`src/rtl/alu_host.sv`:
```
// Command/response host for a multi-cycle ALU. It sends operand A and then operand B on a
// shared bus, waits for completion or a timeout, and returns the captured result and flags.
module alu_host #(
    parameter int unsigned TIMEOUT_CYC = 64
) (
    input  logic        clk,
    input  logic        rst_b,
    input  logic        cmd_valid,
    output logic        cmd_ready,
    input  logic [3:0]  cmd_op,
    input  logic [15:0] cmd_a,
    input  logic [15:0] cmd_b,
    output logic        rsp_valid,
    input  logic        rsp_ready,
    output logic [15:0] rsp_data,
    output logic [3:0]  rsp_flags,
    output logic        rsp_err,
    output logic        alu_start,
    output logic [3:0]  alu_s,
    output logic [15:0] alu_inbus,
    input  logic [15:0] alu_outbus,
    input  logic        alu_negative,
    input  logic        alu_zero,
    input  logic        alu_carry,
    input  logic        alu_overflow,
    input  logic        alu_finish
);
    typedef enum logic [2:0] {
        S_IDLE, S_START, S_OPB, S_WAIT, S_CAPT, S_RESP
    } state_t;

    localparam logic [7:0] TIMEOUT_LAST = 8'(TIMEOUT_CYC - 1);

    state_t      state, state_nxt;
    logic [3:0]  op_q;
    logic [15:0] a_q, b_q;
    logic [7:0]  wait_cnt;
    logic        timeout_hit;

    // A finish arriving in the last allowed WAIT cycle still counts as normal completion.
    assign timeout_hit = (state == S_WAIT) && !alu_finish && (wait_cnt == TIMEOUT_LAST);

    // NOTE: flops use non-blocking assignments so every register samples pre-edge values.
    always_ff @(posedge clk or negedge rst_b) begin
        if (!rst_b) state <= S_IDLE;
        else        state <= state_nxt;
    end

    // NOTE: every signal assigned in always_comb gets a default first, so no path infers a latch.
    always_comb begin
        state_nxt = state;
        case (state)
            S_IDLE:  if (cmd_valid) state_nxt = S_START;
            S_START: state_nxt = S_OPB;
            S_OPB:   state_nxt = S_WAIT;
            S_WAIT: begin
                if (alu_finish)       state_nxt = S_CAPT;
                else if (timeout_hit) state_nxt = S_RESP;
            end
            S_CAPT:  state_nxt = S_RESP;
            S_RESP:  if (rsp_ready) state_nxt = S_IDLE;
            default: state_nxt = S_IDLE;
        endcase
    end

    // Outputs are decoded from registers only, so no path runs from the ALU inputs to an output.
    always_comb begin
        cmd_ready = (state == S_IDLE);
        rsp_valid = (state == S_RESP);
        alu_start = (state == S_START);
        alu_s     = (state == S_IDLE) ? 4'h0 : op_q;
        case (state)
            S_START: alu_inbus = a_q;
            S_OPB:   alu_inbus = b_q;
            default: alu_inbus = 16'h0000;
        endcase
    end

    always_ff @(posedge clk or negedge rst_b) begin
        if (!rst_b) begin
            op_q      <= '0;
            a_q       <= '0;
            b_q       <= '0;
            wait_cnt  <= '0;
            rsp_data  <= '0;
            rsp_flags <= '0;
            rsp_err   <= 1'b0;
        end else begin
            if (state == S_IDLE && cmd_valid) begin
                op_q <= cmd_op;
                a_q  <= cmd_a;
                b_q  <= cmd_b;
            end

            if (state != S_WAIT)  wait_cnt <= '0;
            else if (!alu_finish) wait_cnt <= wait_cnt + 8'd1;

            if (state == S_WAIT && alu_finish)
                rsp_flags <= {alu_negative, alu_zero, alu_carry, alu_overflow};

            if (timeout_hit) begin
                rsp_data  <= '0;
                rsp_flags <= '0;
                rsp_err   <= 1'b1;
            end

            // The ALU result register is valid one cycle after its finish pulse.
            if (state == S_CAPT) begin
                rsp_data <= alu_outbus;
                rsp_err  <= 1'b0;
            end
        end
    end
endmodule

```
`config.mk`:
```
export PLATFORM = sky130hd
export DESIGN_NAME = alu_host
export DESIGN_NICKNAME = d
export VERILOG_FILES = /design/src/rtl/alu_host.sv
export SDC_FILE = /design/constraint.sdc
export NUM_CORES = 1
export LEC_CHECK = 0
export ABC_AREA = 1
export BUFFER_PORTS_ARGS = -buffer_cell sky130_fd_sc_hd__buf_2
export CAP_MARGIN = 15
export CORE_UTILIZATION = 45
export DETAILED_ROUTE_END_ITERATION = 8
export HOLD_SLACK_MARGIN = 0.06
export PLACE_DENSITY = 0.73
export SLEW_MARGIN = 20
export SYNTH_ARGS = -nofsm -noshare
export SYNTH_HDL_FRONTEND = slang
export SYNTH_SLANG_ARGS = --single-unit
```
`constraint.sdc`:
```
create_clock -name clk -period 1.7 [get_ports clk]
set_input_delay 0.425 -clock clk [delete_from_list [all_inputs] [get_ports clk]]
set_output_delay 0.425 -clock clk [all_outputs]
set_load 0.01 [all_outputs]
```
=== Word level (Yosys, flattened, before mapping) ===
Index checks and enable logic that the tools add are counted.

* Flip-flop bits (word level): 68
* Bits of input ports: 61
* Output and inout port bits: 44
* Logic and storage cells: 44

* Equality and inequality tests: 11
* Multiplexer cells: 15
* $add $sub $neg: 1
* Reductions and logical operators: 9

{| class="wikitable"
|+ Operators by type and width
! operator !! count
|-
| $mux W16 || 2
|-
| $pmux W16 S2 || 1
|-
| $pmux W3 S6 || 1
|-
| $mux W8 || 2
|-
| $mux W3 || 4
|-
| $mux W4 || 3
|-
| $add A8 B1 Y8 const B || 1
|-
| $eq A8 B6 Y1 const B || 1
|-
| $eq A3 B2 Y1 const B || 2
|-
| $eq A3 B3 Y1 const B || 2
|-
| $logic_and A1 B1 Y1 || 4
|-
| $ne A2 B1 Y1 const B || 2
|-
| $reduce_bool A2 Y1 || 2
|-
| $eq A3 B1 Y1 const B || 1
|-
| $logic_not A3 Y1 || 1
|-
| $ne A3 B2 Y1 const B || 1
|-
| $ne A3 B3 Y1 const B || 1
|-
| $reduce_and A3 Y1 || 1
|-
| $mux W1 || 2
|-
| $ne A2 B2 Y1 const B || 1
|-
| $logic_not A1 Y1 || 1
|}

=== Logic depth before layout (Yosys ltp) ===
Gate-level depths: netlist of run 1.

* Depth in word-level cells: 6
* Gate-level depth with buffers: 8
* Depth with buffers taken out: 8

=== Worst setup path before layout of run 1 ===
Ideal clock, no wire load.

* Path kind: flip-flop to output port
* Start point: reg state[0]
* End point: out alu_inbus[0]
* Required time: 1275 ps
* Slack: 164 ps
* Arrival time: 1111 ps
* Buffers on the path: 2
* Cell stages (with the launch flop): 6
* Cells stage by stage: dfrtp_1 buf_6 inv_1 buf_1 nand3_1 nand2_1

* Cells in the longest elaborated chain, start to end: 2
* Elaborated cells on any way between the ends: 3
* Those cells by class: eq/ne (2); mux (1)

{| class="wikitable"
|+ Ends and longest elaborated chain
! what !! line !! RTL
|-
| from (decl) || 34 || <nowiki>state_t state, state_nxt;</nowiki>
|-
| from (signal assigned) || 46 || <nowiki>else state <= state_nxt;</nowiki>
|-
| $eq A3 B2 Y1 or $eq A3 B1 Y1 (tied branches) || 72 || <nowiki>case (state)</nowiki>
|-
| $pmux W16 S2 * || 72 ||
|-
| to (decl) || 20 || <nowiki>output logic [15:0] alu_inbus,</nowiki>
|}

Every way passes the cells marked *; elsewhere a longest branch is shown, timed or not.

=== Worst setup path after layout of run 1 ===
* Start point: reg state[1]
* End point: out alu_start

* Cells in the longest elaborated chain, start to end: 1

{| class="wikitable"
|+ Ends and longest elaborated chain
! what !! line !! RTL
|-
| $eq A3 B1 Y1 || 70 || <nowiki>alu_start = (state == S_START);</nowiki>
|-
| to (decl) || 18 || <nowiki>output logic alu_start,</nowiki>
|}

Every way passes these cells.

==> metrics list, run 1 <==
- Net switching fraction of the power: 40.6%
* Distinct cell type count of the synthesized netlist: 23
- Sequential cells were found to cover 52.8% of the synthesized design area.
- Worst vdd rail ir drop: 0.836 mV
- The clock passes through at most 2 buffers.
* Total number of placement rows: 30
- Initial DRC count: 159
* Register bit count reported by yosys: 68
* Post-Syn Area: 3220 µm²
* Detail Route Antenna Nets: 0
- The worst path uses 111% of the clock period.
- In the final routed layout, each cell accounts on average for 13.7 µm.
- The die covers 7510 µm².
* Starting utilization of the core area: 46.9%
- Area growth, synth to finish: 36.2%
* Proportion of layout cells with a drive suffix above 1: 37.6%
- Gate count of the mapped netlist: 395
* Total Routing Usage GR: 22.5%
- Clock root buffer master: sky130_fd_sc_hd__clkbuf_8
- For the pin with the worst max-slew slack, the measured transition is 574 ps.
* Finished Layout Cells: 623
- After routing the design area is 4390 µm².
- In the post-route analysis, the smallest setup slack over all paths is -184 ps.
- In this run the standard cell core region covers 6870 µm².
* Max-cap violations: 0
- Between clock sinks in the finished design, the worst skew comes to 9.86 ps.
- The via count of the first global-routing pass was 2,752.
* Tmin final: 1880 ps
- Derived from the worst setup path, the maximum achievable clock frequency is 0.531 GHz.
* Power share of the sequential group: 35.7%
- Total power for the finished layout comes to 7540 µW.
- Per report_power, the clock group accounts for 14.9% of the total.
- The die is 86.6 µm tall.
* Run status: finished, violations left
- Path class of the lowest-slack min-delay path: primary input to asynchronous set/reset pin
- The worst setup path is of the register to output port kind.
- At the worst endpoint, the arrival time is 1460 ps.
- Area after DPL: 3820 µm²
- RSZ-0062 raised after global routing: true
- Number of antenna violations at the first check in global routing: 0
- Final antenna diode count: 0
- The HPWL after detailed placement is 5180 µm.
- Pin count of the biggest net entering global routing: 46
* Fin Hold WS: 66.3 ps
* Violations in the final reports: setup timing
- The net count of the finished layout is 586.
* Horizontal die dimension: 86.6 µm
- Relative max-transition margin: 61.7%
- STA puts the critical path data required time at 1270 ps.
- Total net switching power: 3060 µW
- Synthesis produced a netlist with a net count of 457.
- Global-route wire length before repair: 12,900 µm
- CTS saw 68 sinks.
* H-tree level count: 3
- The routed design has 8540 µm of wire.
* Port Buffers: 104
- Yosys Warn Count: 0
- The congestion estimate from routability-driven global placement came to 0.833.
- Total power per unit cell area: 1720 nW/µm²
* Instance count after placement with tap cells included: 587
- Summed over all cells, the static leakage comes to 0.00248 µW.
- The worst setup path is captured at an output port.
- Share of total power in combinational logic: 49.3%
* Total via count after detailed routing: 3,066
- Gr ovfl total: 0
- Vias per Instance: 4.92
- The number of clock buffers added by TritonCTS is 9.
- Cell Int Power: 4480 µW
- The number of max-slew violations in the final report came to 0.
* Worst-path clk slew: 70 ps
- Of all nets on the critical path, the largest fanout is 8.
- In this run the count of I/O pins placed on the die edge is 105.
- Total count of hold-check failures in the final report: 0
- Number of search-and-repair iterations in the first detailed-routing pass: 5
- After synthesis, the mean cell area works out to 8.16 µm².
- CTS tree: yes
* Setup-violating endpoint count in the final report: 23
- Clock latency of the later-clocked register in the worst-skew pair: 340 ps
- DRC Markers: 0
* Element type at the critical path start: register
==> power groups by stage <==
stage / Combinational, µW / Sequential, µW / Clock (µW)
2_1_floorplan: 1800 / 2720 / 0
3_5_place_dp: 2760 / 2690 / 0
5_1_grt: 4080 / 2760 / 1230
4_1_cts: 3130 / 2670 / 1150
3_3_place_gp: 2690 / 2690 / 0
6_report: 3720 / 2690 / 1130
==> sequential cells by signal (all words and copies together), names as in the netlist <==
signal     cells
a_q           16
b_q           16
op_q           4
rsp_data      16
rsp_err        1
rsp_flags      4
state          3
wait_cnt       8
==> synth_stat cells <==
cell type | n | share of area (%)
sky130_fd_sc_hd__buf_2 | 5 | 0.78
sky130_fd_sc_hd__inv_1 | 20 | 2.3
sky130_fd_sc_hd__buf_4 | 3 | 0.70
sky130_fd_sc_hd__nor2_2 | 3 | 0.58
sky130_fd_sc_hd__a22o_1 | 1 | 0.27
sky130_fd_sc_hd__o211ai_1 | 1 | 0.23
sky130_fd_sc_hd__nor3_4 | 1 | 0.50
sky130_fd_sc_hd__nand2_2 | 3 | 0.58
sky130_fd_sc_hd__o21ai_0 | 2 | 0.31
sky130_fd_sc_hd__a21o_1 | 1 | 0.23
sky130_fd_sc_hd__nor2_1 | 22 | 2.6
sky130_fd_sc_hd__buf_6 | 7 | 2.4
sky130_fd_sc_hd__a21oi_1 | 8 | 1.2
sky130_fd_sc_hd__nand3_2 | 11 | 3.4
sky130_fd_sc_hd__nor3_1 | 1 | 0.16
sky130_fd_sc_hd__a21oi_4 | 1 | 0.50
sky130_fd_sc_hd__clkbuf_1 | 3 | 0.35
sky130_fd_sc_hd__inv_2 | 5 | 0.58
sky130_fd_sc_hd__nand2_1 | 161 | 19
sky130_fd_sc_hd__buf_1 | 2 | 0.23
sky130_fd_sc_hd__dfrtp_1 | 68 | 53
sky130_fd_sc_hd__ha_1 | 1 | 0.39
sky130_fd_sc_hd__nand3_1 | 65 | 10
==> cell usage in the layout, fill, tap and decap left out, types with 3 or more instances in the layout <==
cell                        instances
sky130_fd_sc_hd__nor2_4             3
sky130_fd_sc_hd__nand3_1           62
sky130_fd_sc_hd__a21oi_1            5
sky130_fd_sc_hd__inv_2              4
sky130_fd_sc_hd__buf_2            100
sky130_fd_sc_hd__clkinv_2           3
sky130_fd_sc_hd__inv_1             18
sky130_fd_sc_hd__nor2_2             7
sky130_fd_sc_hd__dfrtp_1           66
sky130_fd_sc_hd__buf_4             19
sky130_fd_sc_hd__buf_12             3
sky130_fd_sc_hd__buf_6             11
sky130_fd_sc_hd__clkbuf_8          10
sky130_fd_sc_hd__nand3_2           13
sky130_fd_sc_hd__nand2_1          155
sky130_fd_sc_hd__nor2_1            15
sky130_fd_sc_hd__a21oi_2            3
sky130_fd_sc_hd__nand2_2            6
sky130_fd_sc_hd__clkbuf_16          3
==> final timing paths <==
path                                from           to  slack [ps]  cells past startpoint
hold / removal                     rst_b      op_q[0]          70                      2
setup / recovery                state[1]    alu_start        -180                      5
hold reg to reg                   b_q[4]       b_q[4]         480                      2
setup reg to reg                state[0]      op_q[2]          40                     11
min in group clk           alu_outbus[8]  rsp_data[8]         280                      3
max in group asynchronous          rst_b     state[1]        1090                      2
==> worst max-delay path, stage by stage, from the launching register on <==
cell and delay (ps):
sky130_fd_sc_hd__dfrtp_2 430, sky130_fd_sc_hd__inv_2 80, sky130_fd_sc_hd__nand3_4 120, sky130_fd_sc_hd__clkinvlp_4 200, sky130_fd_sc_hd__buf_4 190, sky130_fd_sc_hd__buf_6 110
==> what timing repair did <==
action	CTS	global route
hold buffers	0	0
buffers inserted	10	7
gates resized for setup	14	37
endpoints found under the setup margin	22	46
pin swaps	1	3
cloned	2	4
==> cell families (layout without fill, tap and decap cells) <==
group | after synthesis | in the layout | share of synthesized area [%]
adder cells (fa/ha/maj) | 1 | 1 | 0.388
flip-flops | 68 | 68 | 52.8
AND/OR/NAND/NOR | 267 | 267 | 36.6
buffers and inverters | 45 | 177 | 7.41
AO/OA/AOI/OAI | 14 | 14 | 2.79
==> metrics by stage <==
step                setup TNS, ps  setup slack [ps]  util, %
finish                      -3100              -184     63.9
global route                -4840              -258     63.9
CTS                         -2550              -148     59.9
detailed placement              0              68.4     55.6
global placement                0              89.3     55.6
floorplan                       0               164        -
==> area by class of cell <==
| type | count | area (µm²) |
|---|---|---|
| inverters | 25 | 104 |
| repair buffers | 136 | 902 |
| well taps | 96 | 120 |
| repair inverters | 2 | 15.0 |
| multi-input cells | 282 | 1390 |
| clock buffers | 11 | 141 |
| flip-flops and latches | 68 | 1700 |
| clock inverters | 3 | 15.0 |
| fillers | 598 | 2480 |
==> per-layer routing <==
layer | vias up | track usage (%) | share of wire (%)
li1 | 1503 | - | -
met1 | 1403 | 30.8 | 45
met3 | 12 | 6.48 | 8.2
met4 | 0 | 8.18 | 1.5
met5 | - | 0 | 0
met2 | 148 | 34.1 | 45
Power figures use the tool's default switching activity.
==> run 2, diff against run 1 <==
--- a/config.mk
+++ b/config.mk
@@ -10,6 +10,7 @@
 export CAP_MARGIN = 15
 export CORE_UTILIZATION = 45
 export DETAILED_ROUTE_END_ITERATION = 8
+export GPL_TIMING_DRIVEN = 0
 export HOLD_SLACK_MARGIN = 0.06
 export PLACE_DENSITY = 0.73
 export SLEW_MARGIN = 20
==> run 2 against run 1 <==
- the flow still finishes with violations (setup timing)
- non-clock buffer count rose by 9
- global-route usage up 0.32 points
- core utilization is 1.9 points higher
- clock-buffer cell count grew 1
- sequential power is essentially flat
- flip-flop and latch count unchanged
- fmax shrank 0.39%
- first-iteration DRC count fell by 31%
- total power increased by 6.7%
- worst setup slack worse by 7.4 ps
- routed wire length decreased by 3.4%
- final cell count rose by 1.4%
- critical path type unchanged
==> metrics list, run 2 (synthesized netlist as in run 1, its figures left out) <==
- The flow ran to the end, but the final reports show violations.
- The checks that failed: setup timing.
- The accumulated negative setup slack was -3210 ps (-115 ps).
* Share of total power in combinational logic: 47.9% (-1.4 points)
* Port Buffers: 103 (-0.96%)
- The number of iterations in the first detailed-routing pass came to 4 (-1).
* Total count of max-transition violations in the final report: 0 (unchanged)
* H-tree level count: 3 (unchanged)
- Vias per Instance: 4.96 (+0.76%)
- The buffer levels on the longest clock path came to 2 (unchanged).
* Met2 WL post-DR: 3870 µm (-0.33%)
- The routed wire length on met3 came to 602 µm (-14%).
- Standby leakage power: 0.00252 µW (+1.5%)
- Total Routing Usage GR: 22.8% (+0.32 points)
- The area of combinational cells with multiple inputs was 1410 µm² (+1.4%).
* Worst vdd rail ir drop: 1.04 mV (+25%)
- Net switching fraction of the power: 39.0% (-1.6 points)
* Total net switching power: 3140 µW (+2.5%)
* Clock latency of the later-clocked register in the worst-skew pair: 340 ps (about the same)
- Starting utilization of the core area: 46.9% (unchanged)
- The post-placement cell area came to 3880 µm² (+1.6%).
- Clock sinks: 68 (unchanged)
- Number of clock buffers inserted by TritonCTS: 9 (unchanged)
- Horizontal die dimension: 86.6 µm (unchanged)
- The data required time at the worst endpoint is 1270 ps (about the same).
- CP Data Arrival Time: 1470 ps (about the same)
- Nature of the critical path endpoint: output port
* RSZ-0062 raised after global routing: true
- The largest clock skew in the final design is 3.41 ps (-6.45 ps).
- Number of I/O pins: 105 (unchanged)
- Final weighted congestion in routability-driven placement: 0.832 (-0.16%)
* Worst-path clk slew: 70 ps (about the same)
- The tree is rooted in a sky130_fd_sc_hd__clkbuf_8.
- TritonCTS built the clock tree.
* Period Utilization, post-route: 111% (+0.43 points)
- The via count of the first global-routing pass came to 2,973 (+8.0%).
* Final antenna diode count: 0 (unchanged)
- The library cell used most frequently in the layout, excluding fill and tap cells, is sky130_fd_sc_hd__nand2_1.
* Total number of placement rows: 30 (unchanged)
- Pin slew with the least headroom to its limit: 446 ps (-129 ps)
- Initial DRC count: 109 (-31%)
- Cell Int Power: 4910 µW (+9.6%)
* Global-route wire length before repair: 13,100 µm (+2.1%)
- The post-placement cell count was 595 (+1.4%).
- Tmin final: 1890 ps (+7.39 ps)
- The final net count came to 593 (+1.2%).
- The worst slack at placement was -110 ps (-179 ps).
- The total global routing overflow was 0 (unchanged).
- Setup-violating endpoint count in the final report: 23 (unchanged)
- Met1 Routed Length: 3600 µm (-5.9%)
* Total power per unit cell area: 1780 nW/µm² (+3.6%)
- Element type at the critical path start: register
- The maximum clock frequency came to 0.529 GHz (-0.39%).
- Highest Signal Layer: met4
- Part of the total power dissipated in the clock network: 18.3% (+3.4 points)
* Most used cells in the layout excluding fill and tap cells: sky130_fd_sc_hd__nand2_1, sky130_fd_sc_hd__buf_2, sky130_fd_sc_hd__dfrtp_1
- The mean routed wirelength per cell was 13.0 µm (-4.8%).
- The wire length after detailed routing came to 8240 µm (-3.4%).
- Relative max-transition margin: 70.3% (+8.6 points)
- Path class of the lowest-slack min-delay path: primary input to register
- The maximum fanout encountered on the critical timing path came to 5 (-3).
- The pin count of the biggest net entering global routing was 42 (-8.7%).
- Finished Layout Cells: 632 (+1.4%)
- The final worst slack is -191 ps (-7.39 ps).
* Height of the chip: 86.6 µm (unchanged)
- Total via count after detailed routing: 3,134 (+2.2%)
- The fraction of final layout cells with drive strength greater than 1 came to 39.2% (+1.6 points).
- The die area came to 7510 µm² (unchanged).
* Total count of hold-check failures in the final report: 0 (unchanged)
* Filler Cell Count: 588 (-1.7%)
- The final routed DRC violation total is 0 (unchanged).
- Area of the core: 6870 µm² (unchanged)
* Final instance area: 4520 µm² (+3.0%)
- The max capacitance violation total is 0 (unchanged).
- The area growth from synthesis to layout is 40.2%.
- The half-perimeter wire length after detailed placement is 5600 µm (+8.0%).
* Power share of the sequential group: 33.8% (-1.9 points)
- In the final layout, the registers with the most flip-flops are a_q x16, b_q x16, rsp_data x16.
* Number of antenna violations at the first check in global routing: 0 (unchanged)
- Critical path start-end classification: register to output port
* Area taken by flip-flops and latches: 1700 µm² (unchanged)
- Fin Hold WS: 282 ps (+216 ps)
- Detail Route Antenna Nets: 0 (unchanged)
-- run 2: cell types whose count changed in the layout (fill, tap and decap cells not counted), sizes merged --
cell	change
buf	+5
clkbuf	+4
inv	-1
bufinv	+2
dlygate4sd3	+1
clkinv	-2
-- run 2: metal layers --
layer | vias to the layer above | GRT usage, %
li1 | 1524 | -
met1 | 1454 | 29.1
met2 | 135 | 37.9
met3 | 21 | 5.52
met4 | 0 | 8.18
met5 | - | 0
-- run 2: final timing paths --
| check | from | endpoint | slack, ps | cells past startpoint |
|---|---|---|---|---|
| max reg2reg | state[2] | op_q[1] | 80 | 11 |
| min in group asynchronous | rst_b | rsp_flags[1] | 550 | 2 |
| min | alu_outbus[7] | rsp_data[7] | 280 | 3 |
| min reg2reg | a_q[12] | a_q[12] | 480 | 2 |
| max in group asynchronous | rst_b | state[1] | 610 | 3 |
| max | state[1] | rsp_valid | -190 | 7 |
-- run 2: power groups by stage --
stage	Sequential (µW)	Clock (µW)	Combinational, µW
after floorplan	2720	0	1800
final	2710	1470	3850
after CTS	2690	1500	3520
after global placement	2660	0	2800
after detailed placement	2690	0	2880
after global routing	2780	1570	4240
-- run 2: per-stage QoR --
step	power (µW)	util [%]
2_1_floorplan	4520	-
3_3_place_gp	5460	56.2
3_5_place_dp	5580	56.5
4_1_cts	7700	63.6
5_1_grt	8590	65.8
6_report	8040	65.8
-- run 2: final cells by class --
| cell class | instances | share of cell area, % |
|---|---|---|
| plain buffers | 18 | 3.32 |
| clock buffers | 12 | 3.21 |
| clock inverters | 4 | 1.61 |
| inverters | 25 | 2.66 |
| multi-input cells | 282 | 31.1 |
| flip-flops and latches | 68 | 37.7 |
| well taps | 96 | 2.66 |
| repair buffers | 127 | 17.7 |
-- run 2: critical path, cell delays in order (launching register included) --
cell                      delay, ps
sky130_fd_sc_hd__dfrtp_2        460
sky130_fd_sc_hd__inv_2           80
sky130_fd_sc_hd__buf_4          140
sky130_fd_sc_hd__buf_4          120
sky130_fd_sc_hd__buf_4          120
sky130_fd_sc_hd__nand3_2         70
sky130_fd_sc_hd__inv_2           40
sky130_fd_sc_hd__buf_6          110
-- run 2: timing repair --
action	in CTS	in global routing
cloned	2	0
resized for setup	42	36
pin swaps	4	3
setup buffers	16	4
setup endpoints to repair	22	23
hold buffers	1	0
endpoints found under the hold margin	27	0
